File: config.mk
export PLATFORM = sky130hd
export DESIGN_NAME = m_addi_fuser
export DESIGN_NICKNAME = d
export VERILOG_FILES = /design/src/rtl/addi_fuser_pkg.sv /design/src/rtl/addi_fuser_table.sv /design/src/rtl/m_addi_fuser.sv
export SDC_FILE = /design/constraint.sdc
export NUM_CORES = 1
export LEC_CHECK = 0
export BUFFER_PORTS_ARGS = -buffer_cell sky130_fd_sc_hd__buf_4
export CORE_MARGIN = 4
export CORE_UTILIZATION = 37
export DETAILED_ROUTE_END_ITERATION = 10
export PLACE_DENSITY = 0.48
export SLEW_MARGIN = 10
export SYNTH_ARGS = -nofsm -noshare
export SYNTH_HDL_FRONTEND = slang
export SYNTH_HIERARCHICAL = 1
export SYNTH_SLANG_ARGS = --single-unit
File: constraint.sdc
create_clock -name w_clk -period 13.2 [get_ports w_clk]
set_clock_uncertainty 0.1 [all_clocks]
set_input_delay 0.66 -clock w_clk [delete_from_list [all_inputs] [get_ports w_clk]]
set_output_delay 0.66 -clock w_clk [all_outputs]
set_load 0.02 [all_outputs]
File: src/rtl/addi_fuser_pkg.sv
// Shared types and decode helpers for the addi run fuser.
// Build option ADDI_FUSER_CONF_EN adds a per-entry confidence counter.
package addi_fuser_pkg;

  localparam logic [4:0] OP_IMM      = 5'b00100;
  localparam logic [2:0] FUNCT3_ADDI = 3'b000;

  // Entry fields are sized for the widest supported configuration
  localparam int unsigned TAG_MAX_W   = 30;
  localparam int unsigned WADDR_MAX_W = 30;
  localparam int unsigned LEN_MAX_W   = 8;

  typedef enum logic {S_IDLE, S_CHAIN} state_e;

  typedef struct packed {
    logic [TAG_MAX_W-1:0]   tag;
    logic [4:0]             rd;
    logic [31:0]            sum;
    logic [WADDR_MAX_W-1:0] end_waddr;
    logic [LEN_MAX_W-1:0]   len;
`ifdef ADDI_FUSER_CONF_EN
    logic [1:0]             conf;
`endif
  } entry_t;

  // addi rd,rd,imm with a nonzero destination
  function automatic logic is_fusible(input logic [31:0] ir);
    return (ir[6:2] == OP_IMM) && (ir[14:12] == FUNCT3_ADDI) &&
           (ir[11:7] == ir[19:15]) && (ir[11:7] != 5'd0);
  endfunction

  function automatic logic [31:0] i_imm(input logic [31:0] ir);
    return {{20{ir[31]}}, ir[31:20]};
  endfunction

endpackage

File: src/rtl/addi_fuser_table.sv
// Direct-mapped run table: async-clear valid bits, one write port, one combinational read port.
// With ADDI_FUSER_CONF_EN the confidence counter is updated here on write.
module addi_fuser_table
  import addi_fuser_pkg::*;
#(
  parameter int unsigned ENTRIES = 16,
  parameter int unsigned IDX_W   = $clog2(ENTRIES)
) (
  input  logic             w_clk,
  input  logic             w_rst,
  input  logic             w_flush,
  input  logic             w_we,
  input  logic [IDX_W-1:0] w_widx,
  input  entry_t           w_wdata,
  input  logic [IDX_W-1:0] w_ridx,
  output logic             w_rvld,
  output entry_t           w_rdata
);

  logic [ENTRIES-1:0] vld_q;
  entry_t             mem_q [ENTRIES];
  entry_t             wr_c;

  // Flush wins over a simultaneous write
  always_ff @(posedge w_clk or posedge w_rst) begin
    if (w_rst)        vld_q <= '0;
    else if (w_flush) vld_q <= '0;
    else if (w_we)    vld_q[w_widx] <= 1'b1;
  end

`ifdef ADDI_FUSER_CONF_EN
  logic same_c;

  // Re-learning the identical run builds confidence; anything else restarts it
  always_comb begin
    wr_c   = w_wdata;
    same_c = vld_q[w_widx] &&
             (mem_q[w_widx].tag == w_wdata.tag) &&
             (mem_q[w_widx].sum == w_wdata.sum) &&
             (mem_q[w_widx].end_waddr == w_wdata.end_waddr);
    if (same_c)
      wr_c.conf = (mem_q[w_widx].conf == 2'd3) ? 2'd3 : mem_q[w_widx].conf + 2'd1;
  end
`else
  always_comb begin
    wr_c = w_wdata;
  end
`endif

  always_ff @(posedge w_clk) begin
    if (w_we) mem_q[w_widx] <= wr_c;
  end

  assign w_rvld  = vld_q[w_ridx];
  assign w_rdata = mem_q[w_ridx];

endmodule

File: src/rtl/m_addi_fuser.sv
// Learns runs of addi rd,rd,imm from retirement and fuses them at Ex lookup.
// Build option ADDI_FUSER_CONF_EN gates hits on a 2-bit confidence counter.
module m_addi_fuser
  import addi_fuser_pkg::*;
#(
  parameter int unsigned ENTRIES = 16,
  parameter int unsigned ADDR_W  = 12,
  parameter int unsigned MIN_LEN = 3,
  parameter int unsigned MAX_LEN = 15
) (
  input  logic        w_clk,
  input  logic        w_rst,
  input  logic        w_lk_vld,
  input  logic [31:0] w_lk_ir,
  input  logic [31:0] w_lk_pc,
  output logic        w_hit,
  output logic [31:0] w_imm,
  output logic [31:0] w_npc,
  input  logic        w_tr_vld,
  input  logic [31:0] w_tr_ir,
  input  logic [31:0] w_tr_pc,
  input  logic        w_flush,
  output logic [31:0] w_hits
);

  localparam int unsigned IDX_W = $clog2(ENTRIES);
  localparam int unsigned TAG_W = ADDR_W - IDX_W;
  localparam int unsigned LEN_W = $clog2(MAX_LEN + 1);

  state_e           state_q, state_d;
  logic [4:0]       rd_q, rd_d;
  logic [31:0]      sum_q, sum_d, last_q, last_d;
  logic [LEN_W-1:0] len_q, len_d;
  logic [IDX_W-1:0] sidx_q, sidx_d;
  logic [TAG_W-1:0] stag_q, stag_d;
  logic [31:0]      hits_q;

  logic        commit_c, tr_fus_c, tr_ext_c, hit_c, ent_vld_c;
  logic [31:0] tr_imm_c;
  entry_t      wdata_c, ent_c;
  logic        unused_lk_pc;

  assign unused_lk_pc = &{1'b0, w_lk_pc[31:ADDR_W+2], w_lk_pc[1:0]};

  assign tr_fus_c = is_fusible(w_tr_ir);
  assign tr_imm_c = i_imm(w_tr_ir);
  assign tr_ext_c = tr_fus_c && (w_tr_ir[11:7] == rd_q) &&
                    (w_tr_pc == last_q + 32'd4) && (len_q < LEN_W'(MAX_LEN));

  // Training FSM: extend the open run or close it (committing if long enough)
  always_comb begin
    state_d  = state_q;
    rd_d     = rd_q;
    sum_d    = sum_q;
    len_d    = len_q;
    last_d   = last_q;
    sidx_d   = sidx_q;
    stag_d   = stag_q;
    commit_c = 1'b0;
    case (state_q)
      S_IDLE: begin
        if (w_tr_vld && tr_fus_c) begin
          state_d = S_CHAIN;
          rd_d    = w_tr_ir[11:7];
          sum_d   = tr_imm_c;
          len_d   = LEN_W'(1);
          last_d  = w_tr_pc;
          sidx_d  = w_tr_pc[IDX_W+1:2];
          stag_d  = w_tr_pc[ADDR_W+1:IDX_W+2];
        end
      end
      S_CHAIN: begin
        if (w_tr_vld) begin
          if (tr_ext_c) begin
            sum_d  = sum_q + tr_imm_c;
            len_d  = len_q + LEN_W'(1);
            last_d = w_tr_pc;
          end else begin
            commit_c = (32'(len_q) >= MIN_LEN);
            if (tr_fus_c) begin
              rd_d   = w_tr_ir[11:7];
              sum_d  = tr_imm_c;
              len_d  = LEN_W'(1);
              last_d = w_tr_pc;
              sidx_d = w_tr_pc[IDX_W+1:2];
              stag_d = w_tr_pc[ADDR_W+1:IDX_W+2];
            end else begin
              state_d = S_IDLE;
            end
          end
        end
      end
      default: state_d = S_IDLE;
    endcase
    if (w_flush) begin
      state_d  = S_IDLE;
      commit_c = 1'b0;
    end
  end

  always_ff @(posedge w_clk or posedge w_rst) begin
    if (w_rst) begin
      state_q <= S_IDLE;
      rd_q    <= '0;
      sum_q   <= '0;
      len_q   <= '0;
      last_q  <= '0;
      sidx_q  <= '0;
      stag_q  <= '0;
    end else begin
      state_q <= state_d;
      rd_q    <= rd_d;
      sum_q   <= sum_d;
      len_q   <= len_d;
      last_q  <= last_d;
      sidx_q  <= sidx_d;
      stag_q  <= stag_d;
    end
  end

  always_comb begin
    wdata_c           = '0;
    wdata_c.tag       = TAG_MAX_W'(stag_q);
    wdata_c.rd        = rd_q;
    wdata_c.sum       = sum_q;
    wdata_c.end_waddr = WADDR_MAX_W'(last_q[ADDR_W+1:2]);
    wdata_c.len       = LEN_MAX_W'(len_q);
`ifdef ADDI_FUSER_CONF_EN
    wdata_c.conf      = 2'd1;
`endif
  end

  addi_fuser_table #(.ENTRIES(ENTRIES), .IDX_W(IDX_W)) u_table (
    .w_clk   (w_clk),
    .w_rst   (w_rst),
    .w_flush (w_flush),
    .w_we    (commit_c),
    .w_widx  (sidx_q),
    .w_wdata (wdata_c),
    .w_ridx  (w_lk_pc[IDX_W+1:2]),
    .w_rvld  (ent_vld_c),
    .w_rdata (ent_c)
  );

  always_comb begin
    hit_c = w_lk_vld && is_fusible(w_lk_ir) && ent_vld_c &&
            (ent_c.tag == TAG_MAX_W'(w_lk_pc[ADDR_W+1:IDX_W+2])) &&
            (ent_c.rd == w_lk_ir[11:7]) && (32'(ent_c.len) >= MIN_LEN);
`ifdef ADDI_FUSER_CONF_EN
    hit_c = hit_c && (ent_c.conf >= 2'd2);
`endif
  end

  assign w_hit = hit_c;
  assign w_imm = hit_c ? ent_c.sum : 32'd0;
  assign w_npc = hit_c ? (32'({ent_c.end_waddr, 2'b00}) + 32'd4) : 32'd0;

  // Saturating hit counter; survives flush
  always_ff @(posedge w_clk or posedge w_rst) begin
    if (w_rst)                       hits_q <= '0;
    else if (hit_c && hits_q != '1)  hits_q <= hits_q + 32'd1;
  end

  assign w_hits = hits_q;

endmodule

Word level (Yosys, flattened, before mapping)
Memory sizes are Yosys's and may differ from the RTL's.
Cells that the tools add are included.
{ "op_classes": {"div": 0, "n_reduce_logical": 24, "n_eq_ne": 14, "mul": 0, "n_bitwise": 2, "order_cmp": 6, "shifts": 0, "mux": 50, "add_sub_neg": 5} }
{ "ops": {"columns": ["cell", "count"], "rows": [
  ["$mux W32", 10],
  ["$pmux W32 S2", 2],
  ["$add A32 B3 Y32 const B", 2],
  ["$add A32 B1 Y32 const B", 1],
  ["$add A32 B32 Y32", 1],
  ["$eq A32 B32 Y1", 1],
  ["$mux W16", 2],
  ["$mux W4", 8],
  ["$mux W8", 4],
  ["$ne A32 B32 Y1 const B", 1],
  ["$eq A30 B8 Y1", 1],
  ["$eq A5 B5 Y1", 4],
  ["$mux W5", 4],
  ["$logic_and A1 B1 Y1", 17],
  ["$or A16 B16 Y16", 1],
  ["$pmux W4 S2", 2],
  ["$pmux W8 S2", 1],
  ["$mux W1", 13],
  ["$eq A5 B3 Y1 const B", 2],
  ["$lt A4 B5 Y1 const B", 2],
  ["$pmux W5 S2", 1],
  ["$reduce_bool A5 Y1", 2],
  ["$ge A8 B2 Y1 const B", 1],
  ["$logic_not A3 Y1", 2],
  ["other kinds (14)", 16]
]} }
{ "word_totals": {"mem_bits_ro": 0, "out_inout_bits": 97, "input_bits": 133, "mem_count": 1, "ramBits": 976, "latchBits": 0, "regBits": 134} }
{ "mem_list": {"columns": ["name", "depth", "width", "read_ports", "rd_ports_with_merged_regs", "wr", "line", "text"], "rows": [
  ["u_table.mem_q", 16, 61, 1, 0, 1, "addi_fuser_table.sv:21", "entry_t mem_q [ENTRIES];"]
]} }

Longest topological paths before layout
Gate-level depths: netlist of the first run.
{ "depth": {"word_depth": 13, "depth_mapped": 15, "mapped_depth_nobuf": 12} }

Cells and area by module
The synthesis of the first run kept the hierarchy.
{ "by_module_without_submodules": {"columns": ["mod", "area_per_inst_um2", "seq_area_each_um2", "cells_per_inst", "instances"], "rows": [
  ["addi_fuser_table", 63544.7, 50848.8, 2650, 1],
  ["m_addi_fuser", 9083.7, 2952.8, 1107, 1]
]} }

Least setup slack after synthesis of the first run
Ideal clock, no wire load.
{ "synth_timing": {"path_type": "flip-flop to flip-flop", "startpoint": "register last_q[2]", "endpoint": "memory u_table/mem_q[0][0] (netlist name) (enable)", "arrival_time_ns": 10.657, "stages_incl_launch_ff": 12, "path_buffers": 0, "setup_slack_ns": 1.745, "required_ns": 12.403, "path_cell_list": "dfrtp_1 > ha_1 > nand2_1 > or3_1 > nor4_4 > mux2i_1 > mux2i_1 > o21a_1 > and3_1 > nor4_1 > or3b_2 > nor3_1"} }
{ "synth_via": {"elab_chain_len": 10} }
{ "synth_lines": {"columns": ["item", "line", "text"], "rows": [
  ["from (decl)", "m_addi_fuser.sv:32", "logic [31:0] sum_q, sum_d, last_q, last_d;"],
  ["from (signal assigned)", "m_addi_fuser.sv:115", "last_q <= last_d;"],
  ["$add A32 B3 Y32", "m_addi_fuser.sv:48", "(w_tr_pc == last_q + 32'd4) && (len_q < LEN_W'(MAX_LEN));"],
  ["$eq A32 B32 Y1", "m_addi_fuser.sv:48", null],
  ["$logic_and A1 B1 Y1", "m_addi_fuser.sv:47", "assign tr_ext_c = tr_fus_c && (w_tr_ir[11:7] == rd_q) &&"],
  ["$logic_and A1 B1 Y1", "m_addi_fuser.sv:48", null],
  ["$mux W1", "m_addi_fuser.sv:74", "if (tr_ext_c) begin"],
  ["$mux W1", "m_addi_fuser.sv:73", "if (w_tr_vld) begin"],
  ["$mux W1", "m_addi_fuser.sv:60", "case (state_q)"],
  ["$mux W1", "m_addi_fuser.sv:95", "if (w_flush) begin"],
  ["via commit_c", "m_addi_fuser.sv:38", "logic commit_c, tr_fus_c, tr_ext_c, hit_c, ent_vld_c;"],
  ["$mux W1", "addi_fuser_table.sv:51", "if (w_we) mem_q[w_widx] <= wr_c;"],
  ["$mux W1 (not written as such)", "addi_fuser_table.sv:51", null],
  ["to (decl)", "addi_fuser_table.sv:21", null]
]} }
The timed path passes the listed nets, and every way through them passes these cells.

Worst setup path in the final report of the first run
{ "layout_timing": {"startpoint": "input port w_lk_pc[2]", "endpoint": "output port w_npc[26]"} }
{ "layout_via": {"elab_chain_len": 7} }
{ "layout_lines": {"columns": ["item", "line", "text"], "rows": [
  ["from (decl)", "m_addi_fuser.sv:15", "input logic [31:0] w_lk_pc,"],
  ["parallel branches: the longest is 6 deep, another holds $mem_v2 Z16 W61", null, null],
  ["$mux W32 (*)", "m_addi_fuser.sv:156", "assign w_npc = hit_c ? (32'({ent_c.end_waddr, 2'b00}) + 32'd4) : 32'd0;"],
  ["to (decl)", "m_addi_fuser.sv:18", "output logic [31:0] w_npc,"]
]} }
Every way passes the cells marked *. The select of a mux whose other input is x is not followed.

==> metrics.cfg, run 1 <==
[outcome]
status=complete, no violations

[route]
dr.pass1.iters=5
ant_nets=0
wirelength_um=190000
drt-initial-drc-count=2762
viasPerCell=4.95
drc=0
wire_per_inst_um=25.0
vias=37600

[yosys]
synth_area_leader_cell=edfxtp_1
async_flop_share=0.0739
synthTopCellsByArea=edfxtp_1, mux4_2, dfrtp_1
yosysSeqAreaShare=0.741
syn_inst=3757
synthesis.area_um2=72600
synth_top_area_frac=0.695
synth_cell_types=77
avgSynthCellArea_um2=19.3
ys_warn_count=6
synth_flop_cell=edfxtp_1
ys_seq_elements=1814
synth_edf_count=1680

[worst_hold_path]
hp-class=in2reg

[setup_path]
crit_path_end_kind=output pin
crit_path_max_fanout=91
cp_slowest_cell=buf_12
critical_path_buf_inv_count=5
critPathRequiredTime_ns=12.44
path_class=in2out
cp_top_family=buffers and inverters
critPathMostFrequentCell=buf_4
arrival_ns=6.08
critical_path.startpoint_type=input port
cpPeakStageDelay_ns=0.70
cp_cell_sequence=buf_8 > buf_12 > mux4_2 > a22oi_1 > nand2_1 > nor4_1 > buf_4 > nand4_1 > nor4_4 > buf_4 > nand2_2 > a21oi_1 > buf_4

[clock_network]
cts_buffer_depth=3
post_cts_resized=0
clk_latency_ns=0.82
cts-buffers-inserted=195
tritoncts=built
htree_levels=4
postCtsSetupRepairBufs=0
cts_num_sinks=1814
hold_buffers=42
clk_root_buffer_cell=clkbuf_16
clk_pin_slew_ns=0.06

[floorplanning]
dieWidth_um=451
num_rows=162
dieHeight_um=451
ios=230
core_area_um2=195000
die-area_um2=203000
initial_utilization=0.372

[placement]
dpl_worst_slack_ns=5.94
dp.final_hpwl_um=104000
place.gp.congestion=0.798
dp_cells=7174
placed_area_um2=79900
port_buffers=191

[timing]
hold_viol=0
tightest_slew_ns=1.12
slew_headroom=0.253
setup_viol=0
finalMaxSlewViolations=0
rsz0062_at_grt=false
layout_setup_ws_ns=6.36
period_share=0.518
fmax_mhz=146
period_needed_ns=6.84
finalSetupTns_ns=0

[layout]
final-seq-area_um2=53800
final_common_cell=edfxtp_1
stdcell_count=7591
finish.instance_area_um2=86700
final_cell_mix=edfxtp_1, conb_1, mux4_2, nand2_1, buf_4
layout-drive-gt1-share=0.208
final_nets=4958
multi_input_area_um2=20500
syn_to_final_growth_pct=19.4
fill_cells=17100

[global_routing]
grt_pass1_wl_um=277000
grtUsageTotal=0.187
grt_pass1_vias=39700
grt_max_degree=108
grt_overflow_total=0
antenna_found_initial=10

[flow_run]
max_cap_viol_count=0

[power_and_ir_drop]
vdd_drop_max_v=0.000103
fin_total_pwr_uw=12100
p_leak_uw=0.0326
powerDensity_nw_per_um2=140

==> per-stage QoR <==
| step | hold WS (ns) | util |
|---|---|---|
| finish | 0.0610 | 0.445 |
| global placement | 0.372 | 0.410 |
| global route | 0.0439 | 0.445 |
| CTS | 0.000170 | 0.445 |
| detailed placement | 0.377 | 0.410 |
| floorplan | 0.357 | - |
==> worst register-to-register path, cell delays in order, from the launching register on <==
cell     delay, ns
dfrtp_1       0.79
ha_1          0.41
nand2_1       0.27
or3_1         0.58
nor4_4        0.39
mux2i_1       0.22
mux2i_1       0.11
o21a_1        0.22
and3_1        0.17
nor4_1        0.26
buf_4         0.20
or3b_2        0.58
nor2_4        0.85
buf_4         0.74
==> cell usage after synthesis, types with 6 or more instances <==
master and instances:
a211oi_1 8, a21oi_1 49, a22oi_1 214, a31oi_1 32
and3_1 57, and4_1 6, buf_1 13, buf_2 31
buf_4 20, buf_6 26, clkbuf_1 92, dfrtp_1 134
edfxtp_1 1680, ha_1 35, inv_1 17, mux2_2 16
mux2i_1 10, mux4_2 424, nand2_1 308, nand2b_1 9
nand3_1 59, nand3b_1 8, nand4_1 18, nor2_1 127
nor2b_1 10, nor3_1 30, nor4_1 25, o211ai_1 9
o21a_1 7, o21ai_0 39, or2_2 6, or3_1 7
or4_1 13, xnor2_1 74, xor2_1 60
==> registers in the layout (all words and copies together), names as in the netlist, 4 cells and up <==
signal / count
rd_q: 5
w_hits: 32
u_table/mem_q: 1680
last_q: 32
len_q: 4
sidx_q: 4
sum_q: 32
u_table/vld_q: 16
stag_q: 8
==> layer usage <==
| layer | up-vias | track usage | part of all wire |
|---|---|---|---|
| met5 | - | 0 | 0.000068 |
| met4 | 2 | 0.0523 | 0.024 |
| met3 | 241 | 0.0275 | 0.041 |
| met2 | 803 | 0.326 | 0.51 |
| met1 | 19800 | 0.245 | 0.42 |
| li1 | 16800 | - | - |
==> layout make-up <==
cell class,count,share of cell area
Antenna cell,9,0.000260
Tap cell,2624,0.0379
Inverter,17,0.000794
Multi-Input combinational cell,2445,0.237
Clock buffer,263,0.0611
Sequential cell,1814,0.621
Timing Repair Buffer,316,0.0299
Clock inverter,103,0.0127
==> report_power, final <==
group | leakage, µW | internal (µW) | total [µW] | switching (µW)
logic | 0.0102 | 152 | 399 | 247
registers | 0.0194 | 6230 | 6240 | 3.73
clock network | 0.00312 | 3240 | 5460 | 2220
total | 0.0326 | 9620 | 12100 | 2470
==> kinds of logic after synthesis <==
logic type      count (synthesis)  share of synthesized area
flops                        1814                      0.741
simple gates                  716                     0.0475
mux                           453                      0.136
compound gates                400                     0.0382
buf+inv                       203                     0.0152
xor+xnor                      134                     0.0162
fa+ha+maj                      36                    0.00631
other cells                     1                  0.0000516
==> path summary, 6_finish.rpt <==
path,slack (ns),depth (start not counted),startpoint,to
max reg2reg,6.87,13,last_q[2],u_table/mem_q[3][85]
max,6.36,13,w_lk_pc[2],w_npc[26]
min,0.06,3,w_tr_pc[7],last_q[7]
max in group asynchronous,11.13,4,w_rst,w_hits[2]
min reg2reg,0.39,2,u_table/vld_q[2],u_table/vld_q[2]
min in group asynchronous,0.45,3,w_rst,u_table/vld_q[2]
Note: power is estimated with default switching activity, not from simulation.
==> run 2, diff against run 1 <==
--- a/config.mk
+++ b/config.mk
@@ -9,7 +9,7 @@
 export CORE_MARGIN = 4
 export CORE_UTILIZATION = 37
 export DETAILED_ROUTE_END_ITERATION = 10
-export PLACE_DENSITY = 0.48
+export PLACE_DENSITY = 0.5
 export SLEW_MARGIN = 10
 export SYNTH_ARGS = -nofsm -noshare
 export SYNTH_HDL_FRONTEND = slang
==> constraint.sdc (replaced) <==
create_clock -name w_clk -period 6.2 [get_ports w_clk]
set_clock_uncertainty 0.1 [all_clocks]
set_input_delay 0.31 -clock w_clk [delete_from_list [all_inputs] [get_ports w_clk]]
set_output_delay 0.31 -clock w_clk [all_outputs]
set_load 0.02 [all_outputs]
==> run 2 against run 1 <==
Net effect: worst hold slack improved by 0.0026 ns; first-iteration DRC count increased by 12%; largest power group unchanged; register-to-register slack got worse by 6.1 ns.
==> metrics.cfg, run 2 (same netlist as run 1, synthesis figures left out) <==
[outcome]
status=complete, no violations

[route]
dr.pass1.iters=5  ; unchanged
drt-initial-drc-count=3084  ; +12%
viasPerCell=4.99  ; +0.75%
wirelength_um=190000  ; +0.13%
drc=0  ; unchanged
ant_nets=0  ; unchanged
wire_per_inst_um=24.9  ; -0.52%
vias=38100  ; +1.4%

[timing]
period_share=0.877
setup_viol=0  ; unchanged
finalSetupTns_ns=0  ; unchanged
finalMaxSlewViolations=0  ; unchanged
tightest_slew_ns=1.13  ; +0.0108 ns
slew_headroom=0.246  ; -0.00636
layout_setup_ws_ns=0.765  ; -5.59 ns
period_needed_ns=5.43
hold_viol=0  ; unchanged
rsz0062_at_grt=false
fmax_mhz=184

[clock_network]
cts_buffer_depth=3  ; unchanged
hold_buffers=54  ; +29%
cts_num_sinks=1814  ; unchanged
clk_latency_ns=0.83  ; about the same
cts-buffers-inserted=193  ; -1.0%
postCtsSetupRepairBufs=0  ; unchanged
tritoncts=built
clk_root_buffer_cell=clkbuf_16
htree_levels=4  ; unchanged
post_cts_resized=0  ; unchanged
clk_pin_slew_ns=0.06  ; about the same

[layout]
regMostFlops=u_table/mem_q
final_common_cell=edfxtp_1
largest_reg_flops=1680  ; unchanged
syn_to_final_growth_pct=20.7
layout-drive-gt1-share=0.217  ; +0.00878
postLayoutCoreUtil=0.450  ; +0.00499
finish.instance_area_um2=87700  ; +1.1%
final_cell_mix=edfxtp_1, conb_1, mux4_2, nand2_1, buf_4
final_nets=5010  ; +1.0%

[placement]
port_buffers=191  ; unchanged
placed_area_um2=80800  ; +1.2%
dpl_worst_slack_ns=0.363  ; -5.58 ns
dp.final_hpwl_um=107000  ; +3.2%
place.gp.congestion=0.794  ; -0.54%

[floorplanning]
dieWidth_um=451  ; unchanged
initial_utilization=0.372  ; unchanged
die-area_um2=203000  ; unchanged
ios=230  ; unchanged
core_area_um2=195000  ; unchanged
dieHeight_um=451  ; unchanged
num_rows=162  ; unchanged

[setup_path]
path_class=reg2reg
cpPeakStageDelay_ns=0.76  ; +0.06 ns
r2r_slack_ns=0.77  ; -6.10 ns
cp_cell_sequence=nand4_2 > nor3_2 > a21oi_1 > o22a_1 > nand3_1 > and4b_1 > and3_1 > nor4_4 > nand3_1 > nor2_4 > buf_4
crit_path_end_kind=flip-flop
r2r-start=last_q[7]
cp_slowest_cell=dfrtp_1
rr_endpoint=u_table/mem_q[15][29]
critPathMostFrequentCell=nand3_1
reg2regPathDepth=11  ; -2
critical_path.startpoint_type=flip-flop
arrival_ns=5.82  ; -0.26 ns
crit_path_max_fanout=21  ; -77%
critPathRequiredTime_ns=6.58  ; -5.86 ns

[global_routing]
grt_max_degree=87  ; -19%
grtUsageTotal=0.189  ; +0.00133
grt_pass1_vias=40600  ; +2.2%
grt_overflow_total=0  ; unchanged
grt_pass1_wl_um=280000  ; +1.4%
antenna_found_initial=10  ; unchanged

[power_and_ir_drop]
fin_total_pwr_uw=25600  ; +110%
powerDensity_nw_per_um2=292  ; +110%
vdd_drop_max_v=0.000228  ; +120%
p_leak_uw=0.0330  ; +1.0%

[flow_run]
max_cap_viol_count=0  ; unchanged

[worst_hold_path]
hp-class=in2async

run 2: changes by cell type in the layout (fill, tap and decap cells not counted), sizes merged:
cell         before  now
dlygate4sd3      42   54
clkbuf          263  256
diode             9    6
clkinv           70   82
buf             274  316
inv              26   23
bufinv           22   18
clkinvlp          2    3
run 2: critical path, delay by kind of cell, from the launching register on:
kind | cells | cell delay, ns
buffers and inverters | 1 | 0.40
and+or+nand+nor | 8 | 3.37
AOI/OAI and AO/OA | 2 | 0.44
DFF | 1 | 0.76
run 2: how the worst max path moves through the flow:
stage	depth (start not counted)	from	slack [ns]	end
2_1_floorplan	11	last_q[2]	-0.19	u_table/mem_q[1][0]
3_3_place_gp	17	w_lk_pc[2]	0.32	w_hits[25]
3_5_place_dp	17	w_lk_pc[2]	0.36	w_hits[25]
4_1_cts	11	last_q[7]	0.83	u_table/mem_q[15][28]
5_1_grt	11	last_q[7]	0.46	u_table/mem_q[15][28]
6_report	11	last_q[7]	0.77	u_table/mem_q[15][29]
run 2: stage by stage:
stage / hold slack [ns] / cells
final: 0.0636 / 7641
after floorplan: 0.124 / 4462
after global routing: 0.0846 / 7638
after detailed placement: 0.377 / 7216
after CTS: 0.0361 / 7635
after global placement: 0.374 / 7216
run 2: final cells by class:
cell class / instances / area [µm²]
fill: 17000 / 107000
sequential: 1814 / 53800
multi-input combinational: 2445 / 20600
clock buffer: 256 / 5170
timing repair buffer: 370 / 3590
tap: 2624 / 3280
clock inverter: 109 / 1160
inverter: 17 / 68.8
antenna: 6 / 15.0
run 2: per-layer routing:
layer / up-vias / track usage / wire length, µm
met2: 858 / 0.324 / 96800
met4: 0 / 0.0419 / 3470
met3: 218 / 0.0274 / 8280
met5: - / 0 / 0
met1: 20200 / 0.255 / 81800
li1: 16900 / - / -
run 2: report_power, final:
group | switching, µW | internal (µW)
combinational | 520 | 347
sequential | 7.50 | 13300
clock | 4800 | 6640
